<file path="src/rtl/ac_motor_pkg.sv">
// Shared types and constants for the AC motor inverter gate path.
// Holds the gate guard state encoding and the leg count.
package ac_motor_pkg;

    localparam int AC_MOTOR_LEGS = 3;

    typedef enum logic [1:0] {
        ST_IDLE       = 2'd0,
        ST_RUN        = 2'd1,
        ST_FAULT      = 2'd2,
        ST_WAIT_CLEAR = 2'd3
    } gate_guard_state_t;

    function automatic logic [7:0] sat_inc8(input logic [7:0] v);
        return (v == 8'hFF) ? v : v + 8'd1;
    endfunction

endpackage

</file>
<file path="src/rtl/ac_motor_min_pulse_filter.sv">
// Min-on filter for one gate: output rises after MIN_PULSE consecutive high samples.
// Latency: MIN_PULSE edges to turn on, 1 edge to turn off; no backpressure.
module ac_motor_min_pulse_filter #(
    parameter int MIN_PULSE = 16,
    parameter int CNT_W     = 11
) (
    input  logic clk,
    input  logic rst_n,
    input  logic flush,
    input  logic in,
    output logic out
);

    localparam logic [CNT_W-1:0] MIN_P = CNT_W'(MIN_PULSE);

    logic [CNT_W-1:0] cnt_q, cnt_d;
    logic             out_q, out_d;

    always_comb begin
        cnt_d = '0;
        out_d = 1'b0;
        if (!flush && in) begin
            // Saturate so a long pulse keeps the gate on without wrapping.
            cnt_d = (cnt_q == MIN_P) ? cnt_q : cnt_q + CNT_W'(1);
            out_d = (cnt_d == MIN_P);
        end
    end

    always_ff @(posedge clk or negedge rst_n) begin
        if (!rst_n) begin
            cnt_q <= '0;
            out_q <= 1'b0;
        end else begin
            cnt_q <= cnt_d;
            out_q <= out_d;
        end
    end

    assign out = out_q;

endmodule

</file>
<file path="src/rtl/ac_motor_gate_guard.sv">
// Final gate protection: min-on filtering, shoot-through fault latch with timed hold and clear.
// Latency: MIN_PULSE edges on, 1 edge off, gates drop on the shoot-through edge; no backpressure.
module ac_motor_gate_guard
    import ac_motor_pkg::*;
#(
    parameter int MIN_PULSE  = 16,
    parameter int FAULT_HOLD = 1024,
    parameter int CNT_W      = 11
) (
    input  logic                     clk,
    input  logic                     rst_n,
    input  logic                     enable,
    input  logic                     clear,
    input  logic [AC_MOTOR_LEGS-1:0] s_high_in,
    input  logic [AC_MOTOR_LEGS-1:0] s_low_in,
    output logic [AC_MOTOR_LEGS-1:0] g_high,
    output logic [AC_MOTOR_LEGS-1:0] g_low,
    output logic                     fault,
    output logic [AC_MOTOR_LEGS-1:0] fault_code,
    output logic [7:0]               fault_count
);

    localparam logic [CNT_W-1:0] HOLD_LAST = CNT_W'(FAULT_HOLD - 1);

    gate_guard_state_t        state_q, state_d;
    logic [CNT_W-1:0]         hold_q, hold_d;
    logic                     fault_q, fault_d;
    logic [AC_MOTOR_LEGS-1:0] code_q, code_d;
    logic [7:0]               count_q, count_d;
    logic [AC_MOTOR_LEGS-1:0] shoot;
    logic                     inputs_idle;
    logic                     flush;

    assign shoot       = s_high_in & s_low_in;
    assign inputs_idle = ~|{s_high_in, s_low_in};

    always_comb begin
        state_d = state_q;
        hold_d  = hold_q;
        code_d  = code_q;
        count_d = count_q;
        flush   = 1'b1;
        case (state_q)
            ST_IDLE: begin
                if (enable) state_d = ST_RUN;
            end
            ST_RUN: begin
                // Shoot-through wins over a same-edge enable drop.
                if (|shoot) begin
                    state_d = ST_FAULT;
                    code_d  = code_q | shoot;
                    count_d = sat_inc8(count_q);
                    hold_d  = '0;
                end else if (!enable) begin
                    state_d = ST_IDLE;
                end else begin
                    flush = 1'b0;
                end
            end
            ST_FAULT: begin
                code_d = code_q | shoot;
                if (hold_q == HOLD_LAST) state_d = ST_WAIT_CLEAR;
                else                     hold_d  = hold_q + CNT_W'(1);
            end
            ST_WAIT_CLEAR: begin
                if (clear && inputs_idle) begin
                    code_d  = '0;
                    state_d = enable ? ST_RUN : ST_IDLE;
                end else begin
                    code_d = code_q | shoot;
                end
            end
            default: state_d = ST_IDLE;
        endcase
        fault_d = (state_d == ST_FAULT) || (state_d == ST_WAIT_CLEAR);
    end

    always_ff @(posedge clk or negedge rst_n) begin
        if (!rst_n) begin
            state_q <= ST_IDLE;
            hold_q  <= '0;
            fault_q <= 1'b0;
            code_q  <= '0;
            count_q <= '0;
        end else begin
            state_q <= state_d;
            hold_q  <= hold_d;
            fault_q <= fault_d;
            code_q  <= code_d;
            count_q <= count_d;
        end
    end

    for (genvar i = 0; i < AC_MOTOR_LEGS; i++) begin : g_leg
        ac_motor_min_pulse_filter #(
            .MIN_PULSE(MIN_PULSE),
            .CNT_W    (CNT_W)
        ) u_hi (
            .clk  (clk),
            .rst_n(rst_n),
            .flush(flush),
            .in   (s_high_in[i]),
            .out  (g_high[i])
        );
        ac_motor_min_pulse_filter #(
            .MIN_PULSE(MIN_PULSE),
            .CNT_W    (CNT_W)
        ) u_lo (
            .clk  (clk),
            .rst_n(rst_n),
            .flush(flush),
            .in   (s_low_in[i]),
            .out  (g_low[i])
        );
    end

    assign fault       = fault_q;
    assign fault_code  = code_q;
    assign fault_count = count_q;

endmodule
</file>
<file path="config.mk">
export PLATFORM = sky130hd
export DESIGN_NAME = ac_motor_gate_guard
export DESIGN_NICKNAME = d
export VERILOG_FILES = /design/src/rtl/ac_motor_pkg.sv /design/src/rtl/ac_motor_min_pulse_filter.sv /design/src/rtl/ac_motor_gate_guard.sv
export SDC_FILE = /design/constraint.sdc
export NUM_CORES = 1
export LEC_CHECK = 0
export CAP_MARGIN = 25
export CORE_MARGIN = 3
export CORE_UTILIZATION = 50
export DETAILED_ROUTE_END_ITERATION = 12
export GPL_TIMING_DRIVEN = 0
export HOLD_SLACK_MARGIN = 0.05
export PLACE_DENSITY_LB_ADDON = 0.1
export RECOVER_POWER = 100
export SLEW_MARGIN = 20
export SYNTH_ARGS = -nofsm -noshare
export SYNTH_HDL_FRONTEND = slang
export SYNTH_SLANG_ARGS = --single-unit
</file>
<file path="constraint.sdc">
create_clock -name clk -period 2.1 [get_ports clk]
set_input_delay 0.315 -clock clk [delete_from_list [all_inputs] [get_ports clk]]
set_output_delay 0.315 -clock clk [all_outputs]
set_load 0.05 [all_outputs]
</file>
==> results.json, run 1 <==
{
  "synth_common_cells": "dfrtp_1, nor2_1, xnor2_1",
  "synthArstFlopShare_pct": 100,
  "slew_headroom_pct": 33.5,
  "die_width_microns": 109,
  "grtUsageTotal_pct": 18.4,
  "postSynthAreaPerCell_sq_um": 9.39,
  "arrival_ps": 1730,
  "finalCritPeriodShare_pct": 97.2,
  "rsz0062_at_grt": "yes",
  "area_growth_pct": 16.7,
  "ant_nets": 0,
  "grt_pass1_wl_microns": 17700,
  "p_leak_uw": 0.00258,
  "placedCellCount": 734,
  "synthMostInstantiatedCell": "dfrtp_1",
  "whs_ps": 323,
  "portBuffers": 27,
  "yosysSeqAreaShare_pct": 44.9,
  "synth-main-ff-cell": "dfrtp_1",
  "crit_path_end": "fault_count[2]",
  "cts_tree": "built",
  "worstPathCellList": "clkdlybuf4s50_1",
  "placed_cell_area_sq_um": 5820,
  "post-route-min-period_ps": 2040,
  "hold_violations": 0,
  "dr.pass1.iters": 5,
  "fp.dieH_microns": 109,
  "critPathMaxStageDelay_ps": 860,
  "cp-startpoint": "fault_count[2]",
  "numCtsBuffers": 9,
  "worstMarginPinSlew_ps": 998,
  "ys_types": 62,
  "end_kind": "output port",
  "htreeDepth": 3,
  "reg2reg_to": "g_leg[2].u_hi.out",
  "drive_above_1_share_pct": 11.4,
  "io_pins": 28,
  "maxCapViolCount": 0,
  "insertion_delay_ps": 360,
  "setup_violations": 0,
  "root_buffer": "clkbuf_8",
  "power_uw": 4420,
  "vias_per_cell": 5.47,
  "cpLargestDelayFamily": "buffers and inverters",
  "status": "complete, no violations",
  "final_area_sq_um": 6250,
  "coreArea_sq_um": 10400,
  "dieArea_sq_um": 12000,
  "final_util_pct": 60.2,
  "syn_area_sq_um": 5350,
  "drc": 0,
  "critPathKind": "flip-flop to output port",
  "reg2regPathDepth": 7,
  "synth_top_area_share_pct": 44.9,
  "synth-edff-count": 0,
  "netlist_instances": 570,
  "ir_worst_vdd_uv": 581,
  "rrSetupSlack_ps": 140,
  "r2r_start": "g_leg[2].u_hi.cnt_q[0]",
  "antenna_found_initial": 0,
  "fin_worst_skew_ps": 11.2,
  "num-nets-final": 640,
  "worstPathMaxFanout": 6,
  "wl_per_cell_microns": 14.0,
  "clock_sinks": 96,
  "hpwl_microns": 7300,
  "cts_buffer_depth": 2,
  "via_count": 4139,
  "crit_slowest_cell": "clkdlybuf4s50_1",
  "gp_congestion": 0.839,
  "grt-ovfl-total": 0,
  "rows": 37,
  "drt_wl_total_microns": 10600,
  "syn_nets": 594,
  "cts.clk_slew.worst_paths_ps": 90,
  "yosysWarnings": 0,
  "n_antenna_cell": 0,
  "drt-initial-drc-count": 161,
  "yosys-top-cells-area": "dfrtp_1, xnor2_1, nor2_1",
  "path_depth": 1,
  "grt_pass1_vias": 3880,
  "synth_seq_cells": 96,
  "initial_core_util_pct": 51.6,
  "start_kind": "flip-flop",
  "path_buf_inv": 1,
  "power.density_nw_per_um2": 708,
  "yosysTopAreaCell": "dfrtp_1",
  "slew_viol_final": 0,
  "finalNonFillerCells": 757,
  "critPathRequiredTime_ps": 1780,
  "grt_max_degree": 58,
  "hold_class": "input pin to flip-flop",
  "fmax_mhz": 490
}
## registers in the layout (all words and copies together), names as in the netlist
signal            count
g_leg.u_hi.cnt_q     33
g_leg.u_lo.cnt_q     33
hold_q               11
fault_count           8
fault_code            3
g_leg.u_hi.out        3
g_leg.u_lo.out        3
fault                 1
state_q               1
## worst min-delay path by stage
| stage | startpoint | endpoint | cells past startpoint |
|---|---|---|---|
| 3_3_place_gp | fault_count[5] | fault_count[5] | 1 |
| 5_1_grt | s_low_in[2] | g_leg[2].u_lo.cnt_q[10] | 3 |
| 6_report | s_low_in[2] | g_leg[2].u_lo.cnt_q[8] | 3 |
| 2_1_floorplan | rst_n | fault | 0 |
| 4_1_cts | rst_n | g_leg[1].u_hi.cnt_q[9] | 2 |
| 3_5_place_dp | rst_n | g_leg[1].u_hi.cnt_q[9] | 1 |
## cells in the final DEF, fill, tap and decap left out, types with 5 or more instances in the layout
cell             instances
and3_1                  19
or3_1                    7
nand4_1                 23
nor2b_1                  6
o21ai_0                 10
a21oi_1                 11
clkdlybuf4s50_1         20
xor2_1                  33
or2_2                    5
nor3_1                   9
nand2_1                 35
buf_4                   14
dfrtp_1                 96
clkbuf_8                 9
clkbuf_1                15
inv_1                   20
nor2_1                  84
xnor2_1                 41
nand3_1                 34
mux2i_1                  6
ha_1                    13
nor4_1                   9
## cells by family (layout without fill, tap and decap cells)
group	after synthesis	count (layout)	synth area share, %
fa+ha+maj	14	14	3.27
mux	8	8	1.54
compound gates	53	53	7.22
flops	96	96	44.9
xor+xnor	75	75	12.3
simple gates	277	277	27.0
buf+inv	47	98	3.83
## cell type report
| class | count | area (sq um) |
|---|---|---|
| clock buffers | 10 | 128 |
| clock inverters | 6 | 108 |
| plain buffers | 25 | 124 |
| inverters | 20 | 75.1 |
| well taps | 136 | 170 |
| flip-flops and latches | 96 | 2400 |
| repair buffers | 37 | 358 |
| fillers | 894 | 4120 |
| multi-input cells | 427 | 2880 |
## routing by layer
layer,GRT usage (%),up-vias,wire length [microns],share of wire [%]
met2,30.1,69,5020,47
met3,2.35,10,332,3.1
met5,0,-,0,0
met4,7.30,0,141,1.3
li1,-,2074,-,-
met1,24.9,1986,5080,48
## metrics by stage
| step | setup WS, ps | setup TNS (ps) |
|---|---|---|
| 3_5_place_dp | -470 | -9930 |
| 2_1_floorplan | 66.7 | 0 |
| 4_1_cts | 9.95 | 0 |
| 5_1_grt | -15.2 | -22.3 |
| 3_3_place_gp | -2860 | -283170 |
| 6_report | 58.1 | 0 |
## where the power goes
part / total, uW / internal, uW / leakage [uW] / switching [uW]
Combinational: 844 / 319 / 0.00116 / 525
Clock: 1410 / 787 / 0.000116 / 623
Sequential: 2170 / 2000 / 0.00130 / 171
## repair_timing
action | in CTS | in global routing
resized for setup | 5 | 31
endpoints found under the setup margin | 7 | 22
hold endpoints to repair | 39 | 0
setup buffers | 1 | 6
hold buffers | 1 | 0
pin swaps | 2 | 5
gates cloned | 1 | 0
## worst min-delay path, stage by stage
cell and delay [ps]:
dlymetal6s2s_1 170, nand3_1 110, nor2_1 50
(Power assumes the default switching activity.)
==> run 2, diff against run 1 <==
Settings changed: ABC_CLOCK_PERIOD_IN_PS from default to 2100.
==> results of run 2 <==
Same layout as run 1: the final DEF is identical, and so are final timing and power.
==> run 3, diff against run 2 <==
Settings changed: SKIP_CTS_REPAIR_TIMING from default to 1.
==> run 3 against run 2 <==
  * Worst hold slack got worse by 3.4 ps
  * Clock power about the same
  * Clock skew about the same
  * Critical path depth increased by 5
  * Non-clock buffer count unchanged
  * Routed wire length decreased by 0.25%
  * Die area unchanged
  * Critical path type is now input pin to flip-flop
  * Register-to-register slack got worse by 30 ps
  * Global-route usage decreased by 0.14 points
  * Final area decreased by 1.8%
  * Sequential cell count unchanged
==> results.json, run 3 (same netlist as run 1, synthesis figures left out) <==
{
  "status": "complete, no violations",
  "drive_above_1_share_pct": 8.86,
  "slew_viol_final": 0,
  "vias_per_cell": 5.46,
  "grt_max_degree": 58,
  "dieArea_sq_um": 12000,
  "via_count": 4136,
  "hold_violations": 0,
  "slew_headroom_pct": 34.1,
  "htreeDepth": 3,
  "clock_sinks": 96,
  "final_area_sq_um": 6130,
  "numCtsBuffers": 9,
  "rows": 37,
  "crit_slowest_cell": "or3b_1",
  "insertion_delay_ps": 360,
  "cts_buffer_depth": 2,
  "fmax_mhz": 484,
  "finalCritPeriodShare_pct": 98.4,
  "drc": 0,
  "mostFrequentLayoutCell": "dfrtp_1",
  "final_cell_mix": "dfrtp_1, nor2_1, xnor2_1",
  "drt-initial-drc-count": 171,
  "fp.dieH_microns": 109,
  "reg_top3": "g_leg.u_hi.cnt_q (33), g_leg.u_lo.cnt_q (33), hold_q (11)",
  "area_growth_pct": 14.6,
  "grt_pass1_vias": 3871,
  "whs_ps": 320,
  "timing.setup.tns_ps": 0,
  "worstPathMaxFanout": 8,
  "wl_per_cell_microns": 13.9,
  "drt_wl_total_microns": 10500,
  "gp_congestion": 0.839,
  "worstMarginPinSlew_ps": 989,
  "cts_tree": "built",
  "critPathRequiredTime_ps": 2360,
  "start_kind": "input pin",
  "die_width_microns": 109,
  "arrival_ps": 2320,
  "root_buffer": "clkbuf_8",
  "critPathMaxStageDelay_ps": 410,
  "hold_class": "input pin to flip-flop",
  "grt_pass1_wl_microns": 17600,
  "power_uw": 4370,
  "setup_violations": 0,
  "initial_core_util_pct": 51.6,
  "end_kind": "flip-flop",
  "placed_cell_area_sq_um": 5820,
  "grtUsageTotal_pct": 18.2,
  "fin_worst_skew_ps": 11.5,
  "ir_worst_vdd_uv": 574,
  "portBuffers": 27,
  "placedCellCount": 734,
  "p_leak_uw": 0.00257,
  "fillCellCount": 913,
  "critPathKind": "input pin to flip-flop",
  "power.density_nw_per_um2": 712,
  "n_antenna_cell": 0,
  "antenna_found_initial": 0,
  "ant_nets": 0,
  "rsz0062_at_grt": "no",
  "coreArea_sq_um": 10400,
  "grt-ovfl-total": 0,
  "worstPathCellList": "clkbuf_1 > a222oi_1 > buf_4 > or3b_1 > a41oi_2 > mux2_2",
  "maxCapViolCount": 0,
  "hpwl_microns": 7300,
  "cts.clk_slew.worst_paths_ps": 90,
  "finalNonFillerCells": 757,
  "num-nets-final": 640,
  "io_pins": 28,
  "post-route-min-period_ps": 2070,
  "dr.pass1.iters": 4
}
run 3: layout make-up:
| cell class | count | area [sq um] | share of cell area [%] |
|---|---|---|---|
| Buffer | 25 | 124 | 2.02 |
| Clock buffer | 10 | 128 | 2.08 |
| Clock inverter | 6 | 108 | 1.75 |
| Inverter | 20 | 75.1 | 1.22 |
| Multi-Input combinational cell | 427 | 2800 | 45.6 |
| Sequential cell | 96 | 2400 | 39.2 |
| Tap cell | 136 | 170 | 2.77 |
| Timing Repair Buffer | 37 | 332 | 5.41 |
run 3: worst max-delay path, delay by kind of cell:
kind            cells  cell delay [ps]
buf+inv             2              570
compound gates      2              650
mux                 1              380
simple gates        1              410
run 3: report_power, final:
part	leakage, uW	internal (uW)	total, uW	switching, uW
combinational	0.00115	290	800	510
clock	0.000116	787	1410	625
sequential	0.00130	2000	2160	163
run 3: per-stage QoR:
step	setup slack, ps	utilization [%]
after floorplan	66.7	-
after global placement	-2860	55.9
after detailed placement	-470	56.1
after CTS	-85.6	58.4
after global routing	4.58	59.1
final	33.1	59.1
run 3: routing by layer:
metal / vias to the layer above / part of all wire [%] / wire (microns) / global-route usage, %
met2: 46 / 48 / 5040 / 29.9
met1: 2011 / 48 / 5020 / 24.5
met4: 0 / 1.4 / 151 / 7.30
met3: 11 / 3.2 / 339 / 2.41
li1: 2068 / - / - / -
met5: - / 0 / 0 / 0
run 3: path summary, 6_finish.rpt:
check	from	endpoint	slack [ps]	cells after the start
setup / recovery	s_low_in[1]	fault_count[1]	30	6
hold reg to reg	fault_count[5]	fault_count[5]	500	1
setup reg to reg	fault	fault_count[1]	110	4
min in group asynchronous	rst_n	g_leg[1].u_hi.cnt_q[9]	640	2
max in group asynchronous	rst_n	g_leg[0].u_lo.cnt_q[2]	430	3
hold / removal	s_low_in[0]	g_leg[0].u_lo.cnt_q[1]	320	2
